$ cat config.mk
export PLATFORM = sky130hd
export DESIGN_NAME = ps2_direction_decoder
export DESIGN_NICKNAME = d
export VERILOG_FILES = /design/src/rtl/ps2_direction_decoder.sv
export SDC_FILE = /design/constraint.sdc
export NUM_CORES = 1
export LEC_CHECK = 0
export ABC_CLOCK_PERIOD_IN_PS = 8100
export BUFFER_PORTS_ARGS = -buffer_cell sky130_fd_sc_hd__buf_2
export CORE_AREA = 2 2 91 93
export CTS_CLUSTER_DIAMETER = 120
export DETAILED_ROUTE_END_ITERATION = 7
export DIE_AREA = 0 0 93 95
export GPL_TIMING_DRIVEN = 0
export PLACE_DENSITY = 0.59
export REMOVE_ABC_BUFFERS = 1
export SLEW_MARGIN = 20
export SYNTH_ARGS = -nofsm -noshare
export SYNTH_HDL_FRONTEND = slang
export SYNTH_SLANG_ARGS = --single-unit
$ cat constraint.sdc
create_clock -name clk -period 8.1 [get_ports clk]
set_input_delay 0.405 -clock clk [delete_from_list [all_inputs] [get_ports clk]]
set_output_delay 0.405 -clock clk [all_outputs]
set_load 0.02 [all_outputs]
$ cat src/rtl/ps2_direction_decoder.sv
// PS/2 keyboard receiver that turns arrow/WASD make/break sequences into a held
// 5-bit direction code for the game timer, with framing, parity and timeout checks.
module ps2_direction_decoder #(
  parameter int TIMEOUT_CYCLES = 100000
) (
  input  logic       clk,
  input  logic       reset,
  input  logic       ps2_clk,
  input  logic       ps2_data,
  output logic [4:0] keystroke,
  output logic       key_event,
  output logic       frame_error
);

  localparam int         TW      = $clog2(TIMEOUT_CYCLES + 1);
  localparam logic [4:0] KS_NONE = 5'b10000;

  typedef enum logic [1:0] {
    S_IDLE   = 2'd0,
    S_DATA   = 2'd1,
    S_PARITY = 2'd2,
    S_STOP   = 2'd3
  } rx_state_e;

  // ---------------- synchronizers and edge detect ----------------
  logic [1:0] ps2_clk_sync_q,  ps2_clk_sync_d;
  logic [1:0] ps2_data_sync_q, ps2_data_sync_d;
  logic       ps2_clk_prev_q,  ps2_clk_prev_d;
  logic       fall;
  logic       din;

  always_comb begin
    ps2_clk_sync_d  = {ps2_clk_sync_q[0], ps2_clk};
    ps2_data_sync_d = {ps2_data_sync_q[0], ps2_data};
    ps2_clk_prev_d  = ps2_clk_sync_q[1];
  end

  always_ff @(posedge clk) begin
    if (reset) begin
      ps2_clk_sync_q  <= 2'b11;
      ps2_data_sync_q <= 2'b11;
      ps2_clk_prev_q  <= 1'b1;
    end else begin
      ps2_clk_sync_q  <= ps2_clk_sync_d;
      ps2_data_sync_q <= ps2_data_sync_d;
      ps2_clk_prev_q  <= ps2_clk_prev_d;
    end
  end

  assign fall = ps2_clk_prev_q & ~ps2_clk_sync_q[1];
  assign din  = ps2_data_sync_q[1];

  // ---------------- frame receiver ----------------
  rx_state_e     state_q;
  logic [2:0]    bit_cnt_q;
  logic [7:0]    shift_q;
  logic [TW-1:0] tmo_q;
  logic          parity_ok_q;
  logic          byte_done_q;
  logic [7:0]    byte_q;
  logic          frame_err_q;

  always_ff @(posedge clk) begin
    if (reset) begin
      state_q     <= S_IDLE;
      bit_cnt_q   <= '0;
      shift_q     <= '0;
      tmo_q       <= '0;
      parity_ok_q <= 1'b0;
      byte_done_q <= 1'b0;
      byte_q      <= '0;
      frame_err_q <= 1'b0;
    end else begin
      byte_done_q <= 1'b0;
      frame_err_q <= 1'b0;
      if (state_q == S_IDLE) begin
        tmo_q <= '0;
        if (fall && !din) begin
          state_q   <= S_DATA;
          bit_cnt_q <= '0;
          shift_q   <= '0;
        end
      end else if (!fall) begin
        // Keyboard stalled mid-frame: abandon the partial byte.
        if (tmo_q == TW'(TIMEOUT_CYCLES - 1)) begin
          state_q     <= S_IDLE;
          tmo_q       <= '0;
          bit_cnt_q   <= '0;
          shift_q     <= '0;
          frame_err_q <= 1'b1;
        end else begin
          tmo_q <= tmo_q + 1'b1;
        end
      end else begin
        tmo_q <= '0;
        case (state_q)
          S_DATA: begin
            shift_q   <= {din, shift_q[7:1]};
            bit_cnt_q <= bit_cnt_q + 1'b1;
            if (bit_cnt_q == 3'd7) state_q <= S_PARITY;
          end
          S_PARITY: begin
            parity_ok_q <= ^{shift_q, din};
            state_q     <= S_STOP;
          end
          S_STOP: begin
            if (din && parity_ok_q) begin
              byte_done_q <= 1'b1;
              byte_q      <= shift_q;
            end else begin
              frame_err_q <= 1'b1;
            end
            state_q <= S_IDLE;
          end
          default: state_q <= S_IDLE;
        endcase
      end
    end
  end

  // ---------------- scan-code decode ----------------
  logic       ext_q, ext_d;
  logic       brk_q, brk_d;
  logic [4:0] keystroke_q, keystroke_d;
  logic       key_event_q, key_event_d;
  logic       map_hit;
  logic [4:0] map_code;
  logic [4:0] next_ks;

  always_comb begin
    map_hit  = 1'b0;
    map_code = KS_NONE;
    if (ext_q) begin
      case (byte_q)
        8'h75: begin map_hit = 1'b1; map_code = 5'b00100; end
        8'h72: begin map_hit = 1'b1; map_code = 5'b00101; end
        8'h6B: begin map_hit = 1'b1; map_code = 5'b00110; end
        8'h74: begin map_hit = 1'b1; map_code = 5'b00111; end
        default: ;
      endcase
    end else begin
      case (byte_q)
        8'h1D: begin map_hit = 1'b1; map_code = 5'b00000; end
        8'h1B: begin map_hit = 1'b1; map_code = 5'b00001; end
        8'h1C: begin map_hit = 1'b1; map_code = 5'b00010; end
        8'h23: begin map_hit = 1'b1; map_code = 5'b00011; end
        default: ;
      endcase
    end
  end

  always_comb begin
    ext_d       = ext_q;
    brk_d       = brk_q;
    keystroke_d = keystroke_q;
    key_event_d = 1'b0;
    next_ks     = keystroke_q;
    if (frame_err_q) begin
      ext_d = 1'b0;
      brk_d = 1'b0;
    end else if (byte_done_q) begin
      if (byte_q == 8'hE0) begin
        ext_d = 1'b1;
      end else if (byte_q == 8'hF0) begin
        brk_d = 1'b1;
      end else begin
        ext_d = 1'b0;
        brk_d = 1'b0;
        // A break only releases the code if it is the one currently held.
        if (map_hit) begin
          if (!brk_q)                       next_ks = map_code;
          else if (map_code == keystroke_q) next_ks = KS_NONE;
        end
        if (next_ks != keystroke_q) begin
          keystroke_d = next_ks;
          key_event_d = 1'b1;
        end
      end
    end
  end

  always_ff @(posedge clk) begin
    if (reset) begin
      ext_q       <= 1'b0;
      brk_q       <= 1'b0;
      keystroke_q <= KS_NONE;
      key_event_q <= 1'b0;
    end else begin
      ext_q       <= ext_d;
      brk_q       <= brk_d;
      keystroke_q <= keystroke_d;
      key_event_q <= key_event_d;
    end
  end

  assign keystroke   = keystroke_q;
  assign key_event   = key_event_q;
  assign frame_error = frame_err_q;

endmodule

==> After elaboration in Yosys (flattened, before gate mapping) <==
Cells that the tools add are included.
{ "word_totals": {"regBits": 54, "inputBits": 4, "output_inout_bits": 7, "elab_cells": 105} }
{ "op_classes": {"add_sub_neg": 2, "eq_ne": 21, "muxes": 38, "n_bitwise": 9, "n_reduce_logical": 20} }
{ "op_table": {"columns": ["operator", "n"], "rows": [
  ["$mux 5", 8],
  ["$mux 8", 5],
  ["$pmux 5 s4", 2],
  ["$eq 8x7->1 const B", 4],
  ["$eq 8x5->1 const B", 3],
  ["$add 17x1->17 const B", 1],
  ["$eq 17x17->1 const B", 1],
  ["$eq 8x8->1 const B", 2],
  ["$reduce_or 4->1", 4],
  ["$mux 3", 5],
  ["$mux 1", 12],
  ["$mux 2", 5],
  ["$reduce_and 3->1", 3],
  ["$reduce_xor 9->1", 1],
  ["$eq 8x6->1 const B", 1],
  ["$not 1->1", 8],
  ["$eq 5x5->1", 1],
  ["$ne 5x5->1", 1],
  ["$reduce_and 5->1", 1],
  ["$reduce_or 5->1", 1],
  ["$eq 2x2->1 const B", 2],
  ["$ne 4x4->1 const B", 1],
  ["$pmux 2 s2", 1],
  ["$reduce_and 2->1", 2],
  ["13 further kinds", 15]
]} }

==> Logic depth before layout (Yosys ltp) <==
{ "logic_depth": {"depth_word": 13, "depth_mapped": 8, "ltp_nobuf": 8} }

==> Worst setup path before layout <==
No wires, ideal clock.
{ "synth_path": {"kind": "flip-flop to flip-flop", "from": "register byte_q[3]", "to": "register keystroke_q[4] (netlist: keystroke[4])", "setup_time_ns": 0.093, "t_arrival_ns": 2.486, "required_ns": 8.007, "slack_ns": 5.521, "path_stages_with_launch": 9, "n_path_buf": 2, "period_less_slack_ns": 2.579, "path_cell_list": "dfxtp_1 -> buf_2 -> or3b_4 -> a2111oi_4 -> and3b_1 -> or4_4 -> buf_6 -> or3_1 -> o311ai_2"} }
{ "synth_between": {"elab_chain_len": 13, "elab_cells_between_ends": 30, "classes_between": "eq/ne: 12; mux: 13; bitwise: 2; reduce/logical: 3"} }
{ "synth_lines": {"columns": ["element", "line_no", "text"], "rows": [
  ["from (decl)", "60", "logic [7:0] byte_q;"],
  ["from (signal assigned)", "109", "byte_q <= shift_q;"],
  ["$eq 8x6->1 (tied with other cells)", "142", "case (byte_q)"],
  ["$pmux 5 s4, on equally long branches", "142, 134", null],
  ["$mux 5", "133", "if (ext_q) begin"],
  ["$eq 5x5->1", "172", "else if (map_code == keystroke_q) next_ks = KS_NONE;"],
  ["$mux 5", "172", null],
  ["$mux 5", "171", "if (!brk_q) next_ks = map_code;"],
  ["$mux 5", "170", "if (map_hit) begin"],
  ["$mux 5", "164", "end else if (byte_q == 8'hF0) begin"],
  ["$mux 5", "162", "if (byte_q == 8'hE0) begin"],
  ["$mux 5", "161", "end else if (byte_done_q) begin"],
  ["$mux 5", "158", "if (frame_err_q) begin"],
  ["$ne 5x5->1", "174", "if (next_ks != keystroke_q) begin"],
  ["$reduce_and 5->1 (no line)", null, null],
  ["to (signal assigned)", "191", "keystroke_q <= keystroke_d;"],
  ["to (decl)", "124", "logic [4:0] keystroke_q, keystroke_d;"]
]} }
Several ways; a longest one is shown, not always the timed one. The select of a mux whose other input is x is not followed.
A chain may end at the register's enable or synchronous reset.

==> Final worst setup path <==
{ "layout_path": {"from": "register byte_q[5]", "to": "register keystroke_q[4] (netlist: keystroke[4])"} }
Same word-level chain as after synthesis.

==> reports/qor.txt <==
Most frequent cell after synthesis: dfxtp_1
Startpoint types: register
Leak Pwr: 1.01 nW
Number of cell rows: 33
Post-Place Cells: 402
Top cell type by total area after synthesis: dfxtp_1
Top cells by area, synth: dfxtp_1 40%, nor2_1 6.6%, xnor2_1 4.6%
Critical Path AT: 2.95 ns
Post_cts resized: 0
HPWL after DPL: 3550 um
Initial antenna violation count: 0
Residual DRC: 0
First-pass GRT wire length: 8760 um
Async set-reset flop share out of synthesis: 0%
Setup WS pre-CTS: 5.39 ns
Worst-path clk slew: 0.11 ns
Final setup vio count: 0
Total GRT Usage: 12.1%
Post-synth EDFFs: 0
Tightest Pin Transition: 0.888 ns
Top FF cell, synth: dfxtp_1
RePlAce Congestion: 0.749
I/O pin cnt: 11
Final hold slack: 0.278 ns
Non-Filler Instances: 410
Unrepaired setup endpoints after global routing: no
Remaining Overflow, GRT: 0
Nets: 316
Die height: 95 um
Slew HR: 40.8%
Post-CTS Hold Fix Bufs: 0
Longest Clk Path Bufs: 2
Synth-to-Final Area Change: 8.93%
Top cells by count, synth: 54 x dfxtp_1, 47 x nor2_1, 14 x xnor2_1, 13 x nand3_1, 12 x nand2_1
Via count: 2085
FF+latch area: 1080 um^2
Worst Path Required: 8.33 ns
Peak supply drop: 0.0904 mV
Total clock sinks: 54
Average cell area after synthesis: 8.94 um^2
Count of cell types in the netlist: 53
Share of cells above drive strength 1: 10.5%
Post-Synthesis Cell Area: 2690 um^2
Largest net degree at the start of global routing: 36
Core Area: 7930 um^2
Post-CTS setup buffers: 0
Post-DRT Antenna Nets: 0
CP Max Fanout: 9
Status: finished, final reports clean
Initial Util: 33.9%
Yosys warning count: 0
Antenna diodes: 0
Cells after Synth: 301
Number of global-route vias before repair: 1930
Critical setup path kind: register to register
Final hold vios: 0
Fillers: 828
F_max: 369 MHz
Post-Route WL: 5000 um
Power density cells: 159 nW/um^2
Initial DRC Count: 92
Setup ws final: 5.39 ns
Synth top area share: 40.2%
Avg WL per Cell: 12.2 um
Period utilisation layout: 33.5%
Max-capacitance violation count: 0
Port Buffers: 10
Post-synthesis sequential area ratio: 40.2%
CTS root buf: clkbuf_8
DR pass1 iterations: 4
Worst hold path class: input port to register
Die W: 93 um
Num CTS Buffers: 5
Skew-Pair Late Insertion Delay: 0.31 ns
Synthesized flop and latch total: 54
Max Clock Skew: 0.0149 ns
Setup crit end kind: register
H-Tree Depth: 2
CTS tree: built
Via-to-Cell Ratio: 5.09
Post-layout min period: 2.71 ns
Final slew viol count: 0
Multi-input logic area: 1520 um^2
Setup TNS: 0 ns
Die area: 8840 um^2
[flip-flops by register name (all words and copies together) (netlist names)]
name             count
tmo_q               17
byte_q               8
shift_q              8
keystroke            5
bit_cnt_q            3
ps2_clk_sync_q       2
ps2_data_sync_q      2
state_q              2
brk_q                1
byte_done_q          1
ext_q                1
frame_error          1
key_event            1
parity_ok_q          1
ps2_clk_prev_q       1
[cell type report]
class | count | share of cell area, %
repair buffers | 10 | 1.71
well taps | 105 | 4.48
multi-input cells | 225 | 51.8
clock inverters | 2 | 1.32
clock buffers | 6 | 2.82
inverters | 8 | 1.02
flip-flops and latches | 54 | 36.9
[cells in the final DEF (no fill, tap or decap), drive strengths merged, types with 3 or more instances in the layout]
cell     synthesis  final
o21ai            6      6
a21oi           11     11
o2111ai          3      3
mux2i           11     11
nand2           12     12
nand3           13     13
or3              5      5
xnor2           14     14
nand4            3      3
nand3b           5      5
and3b            3      3
a22oi           10     10
or2              6      6
o22ai            3      3
inv              8      9
mux2             3      3
dfxtp           54     54
nor2            47     47
nor4             3      3
nand4b           3      3
xor2             8      8
clkbuf          11      6
nand2b           3      3
buf              3     10
nor3             6      6
ha               8      8
or4              4      4
and3             6      6
[report_power, final]
group	internal (mW)	total, mW	switching, mW
Combinational	0.00253	0.00772	0.00519
Clock	0.102	0.192	0.0906
Sequential	0.266	0.267	0.000605
Total	0.371	0.467	0.0964
[cells by family after synthesis]
group / after synthesis / share of synthesized area [%]
adder cells (fa/ha/maj): 8 / 3.72
buffers and inverters: 22 / 3.44
AO/OA/AOI/OAI: 50 / 13.8
AND/OR/NAND/NOR: 131 / 26.3
flip-flops: 54 / 40.2
multiplexers: 14 / 5.35
XOR/XNOR: 22 / 7.16
[final timing paths]
path | from | to | slack [ns] | cells after the start
max | byte_q[5] | keystroke[4] | 5.39 | 6
max reg2reg | byte_q[5] | keystroke[4] | 5.39 | 6
min | ps2_data | ps2_data_sync_q[0] | 0.28 | 2
min reg2reg | ps2_data_sync_q[0] | ps2_data_sync_q[1] | 0.41 | 1
[through the flow]
stage / util [%] / area, um^2 / total power, mW
after CTS: 37.0 / 2930 / 0.474
after global routing: 37.0 / 2930 / 0.484
final: 37.0 / 2930 / 0.467
after floorplan: - / 2630 / 0.277
after global placement: 35.4 / 2810 / 0.281
after detailed placement: 35.4 / 2810 / 0.281
[per-layer routing]
metal | vias to the layer above | part of all wire [%] | global-route usage, %
li1 | 1083 | - | -
met2 | 17 | 48 | 20.5
met4 | 0 | 0.88 | 4.29
met3 | 3 | 1.6 | 2.15
met5 | - | 0 | 0
met1 | 982 | 50 | 15.5
[critical path: stages (launching register included)]
cell and delay, ns:
dfxtp_1 0.49, or3b_4 0.45, a2111oi_4 0.45, and3b_1 0.23, or4_4 0.48, or3_1 0.35
o311ai_2 0.20
Note: power is estimated with default switching activity, not from simulation.
